[src/rtl/lk_feature_sequencer_if.sv]
// Stream and core-control bundle for the LK feature sequencer.
// The master modport is the sequencer; slave is the surrounding environment.
interface lk_feature_sequencer_if #(
   parameter int unsigned colbits      = 6,
   parameter int unsigned rowbits      = 5,
   parameter int unsigned d_limit_bits = 40
);
   logic                           in_valid;
   logic                           in_ready;
   logic [colbits-1:0]             in_x;
   logic [rowbits-1:0]             in_y;
   logic signed [31:0]             in_g11;
   logic signed [31:0]             in_g12;
   logic signed [31:0]             in_g22;

   logic                           core_start;
   logic [colbits-1:0]             core_x;
   logic [rowbits-1:0]             core_y;
   logic signed [31:0]             core_g11;
   logic signed [31:0]             core_g12;
   logic signed [31:0]             core_g22;
   logic                           core_valid_det;
   logic                           core_valid_d;
   logic                           core_stop;
   logic                           core_feature_loss;
   logic signed [d_limit_bits-1:0] core_dx;
   logic signed [d_limit_bits-1:0] core_dy;

   logic                           out_valid;
   logic                           out_ready;
   logic [colbits-1:0]             out_x;
   logic [rowbits-1:0]             out_y;
   logic signed [d_limit_bits-1:0] out_dx;
   logic signed [d_limit_bits-1:0] out_dy;
   logic [1:0]                     out_status;
   logic [15:0]                    feat_count;

   modport master (
      input  in_valid, in_x, in_y, in_g11, in_g12, in_g22,
      output in_ready,
      output core_start, core_x, core_y, core_g11, core_g12, core_g22,
      input  core_valid_det, core_valid_d, core_stop, core_feature_loss, core_dx, core_dy,
      output out_valid, out_x, out_y, out_dx, out_dy, out_status, feat_count,
      input  out_ready
   );

   modport slave (
      output in_valid, in_x, in_y, in_g11, in_g12, in_g22,
      input  in_ready,
      input  core_start, core_x, core_y, core_g11, core_g12, core_g22,
      output core_valid_det, core_valid_d, core_stop, core_feature_loss, core_dx, core_dy,
      input  out_valid, out_x, out_y, out_dx, out_dy, out_status, feat_count,
      output out_ready
   );
endinterface

[src/rtl/lk_feature_sequencer.sv]
// Per-feature front-end for the pyramidal-LK refinement core: accepts a feature, checks det(G),
// launches the core, accumulates saturating dx/dy and emits one tagged result per feature.
module lk_feature_sequencer #(
   parameter int unsigned d_limit_bits       = 40,
   parameter int unsigned timeout_cycles     = 4096,
   parameter int unsigned tobits             = 13,
   parameter logic [15:0] feat_count_rst_val = 16'd0
) (
   input logic                    clk,
   input logic                    reset,
   lk_feature_sequencer_if.master bus
);

   typedef enum logic [2:0] {StIdle, StCheck, StStart, StRun, StResult} state_e;

   localparam logic [1:0] StatusOk       = 2'b00;
   localparam logic [1:0] StatusLoss     = 2'b01;
   localparam logic [1:0] StatusSingular = 2'b10;
   localparam logic [1:0] StatusTimeout  = 2'b11;

   localparam logic [tobits-1:0] TimerLast = tobits'(timeout_cycles - 1);

   state_e                         state_q;
   logic [tobits-1:0]              timer_q;
   logic signed [d_limit_bits-1:0] acc_dx_q, acc_dy_q;
   logic signed [d_limit_bits-1:0] next_dx, next_dy;
   logic                           run_exit;

   // Clamp to the signed range instead of wrapping on overflow.
   function automatic logic signed [d_limit_bits-1:0] sat_add(
      input logic signed [d_limit_bits-1:0] a,
      input logic signed [d_limit_bits-1:0] b
   );
      logic signed [d_limit_bits:0] sum;
      sum = {a[d_limit_bits-1], a} + {b[d_limit_bits-1], b};
      if (sum[d_limit_bits] != sum[d_limit_bits-1]) begin
         if (sum[d_limit_bits]) return {1'b1, {(d_limit_bits-1){1'b0}}};
         else                   return {1'b0, {(d_limit_bits-1){1'b1}}};
      end
      return sum[d_limit_bits-1:0];
   endfunction

   always_comb begin
      next_dx = acc_dx_q;
      next_dy = acc_dy_q;
      if (bus.core_valid_d) begin
         next_dx = sat_add(acc_dx_q, bus.core_dx);
         next_dy = sat_add(acc_dy_q, bus.core_dy);
      end
   end

   assign run_exit     = bus.core_feature_loss | bus.core_stop | (timer_q == TimerLast);
   assign bus.in_ready = (state_q == StIdle) & ~reset;

   always_ff @(posedge clk or posedge reset) begin
      if (reset) begin
         state_q        <= StIdle;
         timer_q        <= '0;
         acc_dx_q       <= '0;
         acc_dy_q       <= '0;
         bus.core_start <= 1'b0;
         bus.core_x     <= '0;
         bus.core_y     <= '0;
         bus.core_g11   <= '0;
         bus.core_g12   <= '0;
         bus.core_g22   <= '0;
         bus.out_valid  <= 1'b0;
         bus.out_x      <= '0;
         bus.out_y      <= '0;
         bus.out_dx     <= '0;
         bus.out_dy     <= '0;
         bus.out_status <= StatusOk;
         bus.feat_count <= feat_count_rst_val;
      end else begin
         case (state_q)
            StIdle: begin
               if (bus.in_valid) begin
                  bus.core_x   <= bus.in_x;
                  bus.core_y   <= bus.in_y;
                  bus.core_g11 <= bus.in_g11;
                  bus.core_g12 <= bus.in_g12;
                  bus.core_g22 <= bus.in_g22;
                  state_q      <= StCheck;
               end
            end
            StCheck: begin
               if (bus.core_valid_det) begin
                  bus.core_start <= 1'b1;
                  state_q        <= StStart;
               end else begin
                  // Singular G: report without ever launching the core.
                  bus.out_valid  <= 1'b1;
                  bus.out_x      <= bus.core_x;
                  bus.out_y      <= bus.core_y;
                  bus.out_dx     <= '0;
                  bus.out_dy     <= '0;
                  bus.out_status <= StatusSingular;
                  state_q        <= StResult;
               end
            end
            StStart: begin
               bus.core_start <= 1'b0;
               acc_dx_q       <= '0;
               acc_dy_q       <= '0;
               timer_q        <= '0;
               state_q        <= StRun;
            end
            StRun: begin
               timer_q  <= timer_q + tobits'(1);
               acc_dx_q <= next_dx;
               acc_dy_q <= next_dy;
               if (run_exit) begin
                  bus.out_valid <= 1'b1;
                  bus.out_x     <= bus.core_x;
                  bus.out_y     <= bus.core_y;
                  bus.out_dx    <= next_dx;
                  bus.out_dy    <= next_dy;
                  if (bus.core_feature_loss) bus.out_status <= StatusLoss;
                  else if (bus.core_stop)    bus.out_status <= StatusOk;
                  else                       bus.out_status <= StatusTimeout;
                  state_q <= StResult;
               end
            end
            StResult: begin
               if (bus.out_ready) begin
                  bus.out_valid  <= 1'b0;
                  bus.feat_count <= bus.feat_count + 16'd1;
                  state_q        <= StIdle;
               end
            end
            default: state_q <= StIdle;
         endcase
      end
   end

endmodule

[src/flat_wrapper.sv]
// flat-port wrapper written by rule: the top's interface ports become plain ports
module lk_feature_sequencer_flat 
#(
   parameter int unsigned d_limit_bits       = 40,
   parameter int unsigned timeout_cycles     = 4096,
   parameter int unsigned tobits             = 13,
   parameter logic [15:0] feat_count_rst_val = 16'd0
)
  (clk, reset, bus_in_valid, bus_in_x, bus_in_y, bus_in_g11, bus_in_g12, bus_in_g22, bus_in_ready, bus_core_start, bus_core_x, bus_core_y, bus_core_g11, bus_core_g12, bus_core_g22, bus_core_valid_det, bus_core_valid_d, bus_core_stop, bus_core_feature_loss, bus_core_dx, bus_core_dy, bus_out_valid, bus_out_x, bus_out_y, bus_out_dx, bus_out_dy, bus_out_status, bus_feat_count, bus_out_ready);
  lk_feature_sequencer_if #(.colbits((6)), .rowbits((5)), .d_limit_bits(d_limit_bits)) bus_i ();
  input logic clk;
  input logic reset;
  input wire logic [$bits(bus_i.in_valid)-1:0] bus_in_valid;
  input wire logic [$bits(bus_i.in_x)-1:0] bus_in_x;
  input wire logic [$bits(bus_i.in_y)-1:0] bus_in_y;
  input wire logic [$bits(bus_i.in_g11)-1:0] bus_in_g11;
  input wire logic [$bits(bus_i.in_g12)-1:0] bus_in_g12;
  input wire logic [$bits(bus_i.in_g22)-1:0] bus_in_g22;
  output wire logic [$bits(bus_i.in_ready)-1:0] bus_in_ready;
  output wire logic [$bits(bus_i.core_start)-1:0] bus_core_start;
  output wire logic [$bits(bus_i.core_x)-1:0] bus_core_x;
  output wire logic [$bits(bus_i.core_y)-1:0] bus_core_y;
  output wire logic [$bits(bus_i.core_g11)-1:0] bus_core_g11;
  output wire logic [$bits(bus_i.core_g12)-1:0] bus_core_g12;
  output wire logic [$bits(bus_i.core_g22)-1:0] bus_core_g22;
  input wire logic [$bits(bus_i.core_valid_det)-1:0] bus_core_valid_det;
  input wire logic [$bits(bus_i.core_valid_d)-1:0] bus_core_valid_d;
  input wire logic [$bits(bus_i.core_stop)-1:0] bus_core_stop;
  input wire logic [$bits(bus_i.core_feature_loss)-1:0] bus_core_feature_loss;
  input wire logic [$bits(bus_i.core_dx)-1:0] bus_core_dx;
  input wire logic [$bits(bus_i.core_dy)-1:0] bus_core_dy;
  output wire logic [$bits(bus_i.out_valid)-1:0] bus_out_valid;
  output wire logic [$bits(bus_i.out_x)-1:0] bus_out_x;
  output wire logic [$bits(bus_i.out_y)-1:0] bus_out_y;
  output wire logic [$bits(bus_i.out_dx)-1:0] bus_out_dx;
  output wire logic [$bits(bus_i.out_dy)-1:0] bus_out_dy;
  output wire logic [$bits(bus_i.out_status)-1:0] bus_out_status;
  output wire logic [$bits(bus_i.feat_count)-1:0] bus_feat_count;
  input wire logic [$bits(bus_i.out_ready)-1:0] bus_out_ready;
  assign bus_i.in_valid = bus_in_valid;
  assign bus_i.in_x = bus_in_x;
  assign bus_i.in_y = bus_in_y;
  assign bus_i.in_g11 = bus_in_g11;
  assign bus_i.in_g12 = bus_in_g12;
  assign bus_i.in_g22 = bus_in_g22;
  assign bus_in_ready = bus_i.in_ready;
  assign bus_core_start = bus_i.core_start;
  assign bus_core_x = bus_i.core_x;
  assign bus_core_y = bus_i.core_y;
  assign bus_core_g11 = bus_i.core_g11;
  assign bus_core_g12 = bus_i.core_g12;
  assign bus_core_g22 = bus_i.core_g22;
  assign bus_i.core_valid_det = bus_core_valid_det;
  assign bus_i.core_valid_d = bus_core_valid_d;
  assign bus_i.core_stop = bus_core_stop;
  assign bus_i.core_feature_loss = bus_core_feature_loss;
  assign bus_i.core_dx = bus_core_dx;
  assign bus_i.core_dy = bus_core_dy;
  assign bus_out_valid = bus_i.out_valid;
  assign bus_out_x = bus_i.out_x;
  assign bus_out_y = bus_i.out_y;
  assign bus_out_dx = bus_i.out_dx;
  assign bus_out_dy = bus_i.out_dy;
  assign bus_out_status = bus_i.out_status;
  assign bus_feat_count = bus_i.feat_count;
  assign bus_i.out_ready = bus_out_ready;
  lk_feature_sequencer #(.d_limit_bits(d_limit_bits), .timeout_cycles(timeout_cycles), .tobits(tobits), .feat_count_rst_val(feat_count_rst_val)) u_core (.clk(clk), .reset(reset), .bus(bus_i));
endmodule
[config.mk]
export PLATFORM = sky130hd
export DESIGN_NAME = lk_feature_sequencer_flat
export DESIGN_NICKNAME = d
export VERILOG_FILES = /design/src/rtl/lk_feature_sequencer_if.sv /design/src/rtl/lk_feature_sequencer.sv /design/src/flat_wrapper.sv
export SDC_FILE = /design/constraint.sdc
export NUM_CORES = 1
export LEC_CHECK = 0
export ABC_AREA = 1
export CAP_MARGIN = 25
export CORE_MARGIN = 10
export CORE_UTILIZATION = 57
export CTS_CLUSTER_DIAMETER = 60
export DETAILED_ROUTE_END_ITERATION = 12
export GPL_TIMING_DRIVEN = 0
export PLACE_DENSITY_LB_ADDON = 0.25
export SLEW_MARGIN = 40
export SYNTH_ARGS = -nofsm -noshare
export SYNTH_HDL_FRONTEND = slang
export SYNTH_SLANG_ARGS = --single-unit
[constraint.sdc]
create_clock -name clk -period 32.2 [get_ports clk]
set_input_delay 9.66 -clock clk [delete_from_list [all_inputs] [get_ports clk]]
set_output_delay 9.66 -clock clk [all_outputs]
set_load 0.01 [all_outputs]
# After elaboration in Yosys (flattened, before gate mapping)
# Cells that the tools add are included.
[totals]
register_bits = 314
output_inout_bits = 219
word_cells = 90
[op_classes]
n_addsub = 4
eq_ne = 12
mux = 42
n_bitwise = 4
reduce_logical = 11
[op_table]
columns = ["op", "n"]
rows = [
  ["$mux 40", 11],
  ["$pmux 40 s2", 4],
  ["$add 40x40->41", 2],
  ["$pmux 13 s2", 1],
  ["$add 16x1->16 const B", 1],
  ["$pmux 3 s5", 1],
  ["$add 13x1->13 const B", 1],
  ["$eq 13x12->1 const B", 1],
  ["$mux 3", 4],
  ["$mux 6", 2],
  ["$pmux 6 s2", 1],
  ["$mux 5", 2],
  ["$pmux 5 s2", 1],
  ["$mux 1", 8],
  ["$mux 2", 4],
  ["$ne 2x2->1 const B", 4],
  ["$eq 3x2->1 const B", 2],
  ["$reduce_and 2->1", 3],
  ["$reduce_and 3->1", 2],
  ["$reduce_bool 2->1", 3],
  ["$pmux 2 s2", 1],
  ["$reduce_and 4->1", 1],
  ["$eq 3x1->1 const B", 1],
  ["$eq 3x3->1 const B", 1],
  ["other kinds (9)", 11],
]

# Longest topological paths before layout
# Gate-level depths: netlist (run 1).
[logic_depth]
word_depth = 8
mapped_depth = 19
mapped_depth_nobuf = 18

# Worst setup path before layout (run 1)
# OpenSTA, ideal clock, no wires.
[synth_path]
path_type = "input to output"
start = "in reset"
end = "out bus_in_ready"
arrival_time_ps = 9829
required_time_ps = 22540
setup_slack_ps = 12711
stages = 1
path_buffers = 0
path_cell_list = "nor2_1"
[synth_between]
elab_chain_len = 2
[synth_lines]
columns = ["item", "line_no", "rtl"]
rows = [
  ["from (decl)", "flat_wrapper.sv:12", "input logic reset;"],
  ["$not 1->1", "lk_feature_sequencer.sv:53", "assign bus.in_ready = (state_q == StIdle) & ~reset;"],
  ["$and 1x1->1", "lk_feature_sequencer.sv:53", ""],
  ["to (decl)", "flat_wrapper.sv:19", "output wire logic [$bits(bus_i.in_ready)-1:0] bus_in_ready;"],
]
# No other way between the ends.

# Final worst setup path (run 1)
# Same ends and word-level chain as after synthesis.

==> results of run 1 <==
## state kept, by name, summed over array words and instances (netlist names), 5 cells and up
register / flops
u_core.bus.feat_count: 16
u_core.bus.core_g11: 32
u_core.bus.core_g12: 32
u_core.bus.out_y: 5
u_core.bus.core_g22: 32
u_core.timer_q: 13
u_core.bus.core_x: 6
u_core.bus.out_x: 6
u_core.bus.core_y: 5
u_core.bus.out_dx: 40
u_core.acc_dy_q: 40
u_core.bus.out_dy: 40
u_core.acc_dx_q: 40
## worst paths after layout
kind                                                   start                                    end  slack, ns  depth (start not counted)
setup / recovery                                       reset                           bus_in_ready      11.49                          3
hold / removal             u_core.bus.out_dy[32]$_DFFE_PP0P_      u_core.bus.out_dy[32]$_DFFE_PP0P_       0.48                          2
setup reg to reg              u_core.acc_dy_q[0]$_DFFE_PP0P_       u_core.bus.out_dy[4]$_DFFE_PP0P_      28.90                         16
hold reg to reg            u_core.bus.out_dy[32]$_DFFE_PP0P_      u_core.bus.out_dy[32]$_DFFE_PP0P_       0.48                          2
max in group asynchronous                              reset       u_core.bus.out_dx[8]$_DFFE_PP0P_      21.04                          5
min in group asynchronous                              reset  u_core.bus.feat_count[13]$_DFFE_PP0P_       9.66                          2
## area by class of cell
type                            count  area, um^2  share of cell area, %
Multi-Input combinational cell   1996       10490                  40.54
Sequential cell                   314        7858                  30.36
Timing Repair Buffer              416        4227                  16.33
Clock buffer                       57        1165                  4.500
Inverter                          268        1013                  3.915
Tap cell                          455       569.3                  2.199
Buffer                             83       396.6                  1.532
Clock inverter                     14       161.4                 0.6236
Antenna cell                        1       2.502               0.009667
## logic make-up after synthesis
| family | Yosys count | synth area share, % |
|---|---|---|
| multiplexers | 98 | 5.581 |
| adder cells (fa/ha/maj) | 84 | 5.398 |
| AND/OR/NAND/NOR | 1528 | 33.10 |
| buffers and inverters | 351 | 7.089 |
| AO/OA/AOI/OAI | 223 | 6.253 |
| flip-flops | 314 | 39.78 |
| XOR/XNOR | 63 | 2.794 |
## critical path, stage by stage
cell and delay, ns:
clkdlybuf4s50_1 0.58, nor2_1 0.19, clkdlybuf4s50_1 0.61
## per-layer routing
metal / up-vias / routed length, um / part of all wire (%) / track usage (%)
met1: 10063 / 29610 / 36 / 43.58
met4: 4 / 5226 / 6.3 / 21.19
li1: 9514 / - / - / -
met3: 379 / 8052 / 9.7 / 9.122
met2: 1367 / 40080 / 48 / 64.41
met5: - / 30 / 0.036 / 0
## power by group through the flow
stage                     combinational (mW)  sequential (mW)  clock, mW
after CTS                               1.37            0.689      0.458
final                                   1.39            0.699      0.460
after global routing                    1.49            0.709      0.476
after detailed placement                1.34            0.685          0
after global placement                  1.30            0.670          0
after floorplan                        0.724            0.710          0
## cell usage in the layout, fill, tap and decap left out, drive strengths merged, types with 82 or more instances in the layout
cell	Yosys	layout
ha	82	82
a21oi	119	119
mux2	97	97
clkbuf	49	107
nand2	877	877
nand3	229	229
nor2	314	314
clkdlybuf4s50	0	412
dfrtp	314	314
inv	267	273
## Yosys cell counts (16+ instances only)
cell | number | share of area (%)
nand3_2 | 16 | 0.81
nor2_1 | 301 | 5.7
nand2_1 | 855 | 16
nand2_2 | 20 | 0.63
mux2_2 | 97 | 5.5
ha_1 | 82 | 5.2
clkbuf_1 | 49 | 0.93
nand4_1 | 77 | 2.4
dfrtp_1 | 314 | 40
inv_1 | 243 | 4.6
nand3_1 | 211 | 5.3
buf_2 | 21 | 0.53
a21oi_1 | 115 | 2.9
xor2_1 | 20 | 0.89
o21ai_0 | 54 | 1.4
inv_2 | 24 | 0.46
xnor2_1 | 43 | 1.9
==> flow_summary.json, run 1 <==
{
  "setup_tns_ns": 0,
  "swShare_pct": 45.17,
  "fp-row-count": 68,
  "netlist_instances": 2661,
  "rsz0062_at_grt": "no",
  "drc": 0,
  "ctsHoldBuffers": 0,
  "fmax_mhz": 48.28,
  "final_hold_viol_count": 0,
  "vias": 21327,
  "layout-drive-gt1-share_pct": 8.958,
  "wl_mm": 83.00,
  "fin_worst_skew_ns": 0.01937,
  "place_area_um2": 24550,
  "comb_power_share_pct": 54.5,
  "critical_path.max_fanout": 2,
  "cts_resized": 0,
  "syn2layout_area_growth_pct": 31.06,
  "nets": 3397,
  "cts_setup_buffers": 0,
  "fin_area_um2": 25880,
  "ys_async_sr_fraction_pct": 100.0,
  "die_width_um": 206.1,
  "antenna_found_initial": 3,
  "required_ns": 22.54,
  "power_density_nw_per_um2": 98.36,
  "vdd_drop_max_mv": 0.08705,
  "grt_pass1_wl_mm": 124.2,
  "p_leak_nw": 13.20,
  "p_total_mw": 2.546,
  "crit_path_start_kind": "input port",
  "synth.distinct_cells": 49,
  "yosys_warnings": 0,
  "grt-ovfl-total": 0,
  "cts.clk_slew.worst_paths_ns": 0.06,
  "synth_area_um2": 19750,
  "ant_nets": 0,
  "final_max_slew_viol_count": 0,
  "synth_nets": 2940,
  "final_cells": 3604,
  "place_ws_ns": 11.52,
  "clk_latency_ns": 0.57,
  "post-dp-hpwl_mm": 62.71,
  "htree_levels": 2,
  "ys_ff_latch": 314,
  "cts-root-buf": "clkbuf_16",
  "synth_top_flop_cell": "dfrtp_1",
  "grt_usage_pct": 38.06,
  "finalCritPeriodShare_pct": 64.32,
  "hp-class": "flop to flop",
  "timing.hold.ws_ns": 0.4807,
  "intPower_mw": 1.396,
  "cts_tree": "done",
  "cts.sinks": 314,
  "status": "finished, final reports clean",
  "cts_buffers": 39,
  "drt_iter0_drc": 2536,
  "synth_enable_flop_cells": 0,
  "numPortBuffers": 412,
  "cap_violations": 0,
  "placed_cells": 3532,
  "initial_utilization_pct": 57.46,
  "cts_max_path_buffers": 3,
  "drt-vias-per-instance": 5.918,
  "gp_congestion": 1.038,
  "fill_cells": 2442,
  "layout_min_cycle_time_ns": 20.71,
  "firstDrtPassIters": 6,
  "chipHeight_um": 206.1,
  "switching_power_mw": 1.150,
  "tightest_slew_ns": 0.9752,
  "ios": 414,
  "grt_max_degree": 83,
  "routedWlPerCell_um": 23.03,
  "final_util_pct": 75.31,
  "p_seq_share_pct": 27.5,
  "pwr-share-clk_pct": 18.1,
  "slew_headroom_pct": 34.99,
  "worstSetupPathType": "input port to primary output",
  "dieArea_um2": 42500,
  "grt_pass1_vias": 21568,
  "yosysSeqAreaShare_pct": 39.78,
  "endpoint_kind": "primary output",
  "synth.avg_cell_area_um2": 7.422,
  "fin_ws_ns": 11.49,
  "setup_viol": 0,
  "core_um2": 34370,
  "worst-endpoint-arrival_ns": 11.05
}
(Power assumes the default switching activity.)
==> inputs of run 2 (changes only) <==
- CORE_UTILIZATION: 57 -> 47
- clock period: 32.2 -> 18.8 ns (I/O delays scaled with it)
==> run 2 against run 1 <==
Effect of this change:
- non-clock buffer count unchanged
- clock skew down 0.00073 ns
- power up 65%
- via count down 7.7%
- global-route usage down 8.5 points
- clock power up 62%
==> flow_summary.json, run 2 (synthesis gave the netlist of run 1 again) <==
{
  "status": "finished, final reports clean",
  "grt_pass1_wl_mm": 116.1,
  "antennaDiodeCount": 0,
  "final_max_slew_viol_count": 0,
  "ios": 414,
  "grt_usage_pct": 29.55,
  "worst-endpoint-arrival_ns": 6.85,
  "grt-ovfl-total": 0,
  "slew_headroom_pct": 41.11,
  "p_leak_nw": 13.16,
  "finalCritPeriodShare_pct": 66.42,
  "ant_nets": 0,
  "critical_path.max_fanout": 2,
  "initial_utilization_pct": 47.30,
  "grt_pass1_vias": 20084,
  "fin_ws_ns": 6.313,
  "firstDrtPassIters": 8,
  "syn2layout_area_growth_pct": 31.25,
  "worstSetupPathType": "input port to primary output",
  "htree_levels": 2,
  "drt-vias-per-instance": 5.338,
  "endpoint_kind": "primary output",
  "core_um2": 41760,
  "drt_iter0_drc": 1598,
  "routedWlPerCell_um": 20.73,
  "gp_congestion": 0.9852,
  "cts_max_path_buffers": 3,
  "post-dp-hpwl_mm": 61.30,
  "cts_resized": 0,
  "vias": 19676,
  "mostFrequentLayoutCells": "nand2_1, clkdlybuf4s50_1, dfrtp_1",
  "wl_mm": 76.40,
  "fin_area_um2": 25920,
  "setup_tns_ns": 0,
  "grt_max_degree": 78,
  "layout_min_cycle_time_ns": 12.49,
  "cts.clk_slew.worst_paths_ns": 0.05,
  "fmax_mhz": 80.09,
  "required_ns": 13.16,
  "cts.sinks": 314,
  "fin_worst_skew_ns": 0.01863,
  "timing.hold.ws_ns": 0.4750,
  "cts_buffers": 40,
  "fp-row-count": 75,
  "hp-class": "flop to flop",
  "layout-drive-gt1-share_pct": 8.834,
  "final_hold_viol_count": 0,
  "drc": 0,
  "crit_path_start_kind": "input port",
  "nets": 3398,
  "ctsHoldBuffers": 0,
  "setup_viol": 0,
  "die_width_um": 225.0,
  "clk_latency_ns": 0.56,
  "chipHeight_um": 225.0,
  "cap_violations": 0,
  "tightest_slew_ns": 0.8833,
  "cts-root-buf": "clkbuf_16",
  "place_area_um2": 24670,
  "rsz0062_at_grt": "no",
  "cts_setup_buffers": 0,
  "vdd_drop_max_mv": 0.09843,
  "dieArea_um2": 50620,
  "final_cells": 3686,
  "final_common_cell": "nand2_1",
  "cts_tree": "done",
  "placed_cells": 3616,
  "antenna_found_initial": 1,
  "power_density_nw_per_um2": 162.4,
  "place_ws_ns": 6.293,
  "numPortBuffers": 412
}
-- run 2: final timing paths --
| kind | startpoint | endpoint | slack, ns | cells after the start |
|---|---|---|---|---|
| setup / recovery | reset | bus_in_ready | 6.31 | 3 |
| hold / removal | u_core.bus.feat_count[15]$_DFFE_PP0P_ | u_core.bus.feat_count[15]$_DFFE_PP0P_ | 0.48 | 1 |
| setup reg to reg | u_core.acc_dy_q[0]$_DFFE_PP0P_ | u_core.bus.out_dy[26]$_DFFE_PP0P_ | 15.48 | 17 |
| hold reg to reg | u_core.bus.feat_count[15]$_DFFE_PP0P_ | u_core.bus.feat_count[15]$_DFFE_PP0P_ | 0.48 | 1 |
| max in group asynchronous | reset | u_core.acc_dx_q[3]$_DFFE_PP0P_ | 12.25 | 4 |
| min in group asynchronous | reset | u_core.bus.core_g11[25]$_DFFE_PP0P_ | 5.50 | 2 |
-- run 2: layout make-up --
cell class,count,area [um^2]
buffer,83,397.9
timing repair buffer,416,4234
clock buffer,57,1125
sequential,314,7858
tap,539,674.4
clock inverter,13,127.6
multi-input combinational,1996,10490
fill,3779,15840
inverter,268,1013
-- run 2: where the power goes --
group          internal, mW  switching (mW)  total [mW]  leakage [nW]
Combinational         0.966            1.35        2.31          8.54
Sequential            0.961           0.193        1.15          4.01
Clock                 0.433           0.310       0.743         0.610
-- run 2: metal layers --
layer | GRT usage (%) | share of wire (%) | vias up
li1 | - | - | 9500
met1 | 36.11 | 42 | 9395
met2 | 50.25 | 48 | 629
met3 | 5.738 | 5.9 | 150
met4 | 12.02 | 4.1 | 2
met5 | 0 | 0.022 | -
-- run 2: per-stage QoR --
stage               util [%]  total power [mW]
floorplan                  -             2.455
global placement       58.79             3.404
detailed placement     59.07             3.449
CTS                    62.07             4.218
global route           62.08             4.490
finish                 62.08             4.211
-- run 2: worst max-delay path, stage by stage --
cell and delay (ns):
clkdlybuf4s50_1 0.52, nor2_1 0.15, clkdlybuf4s50_1 0.54
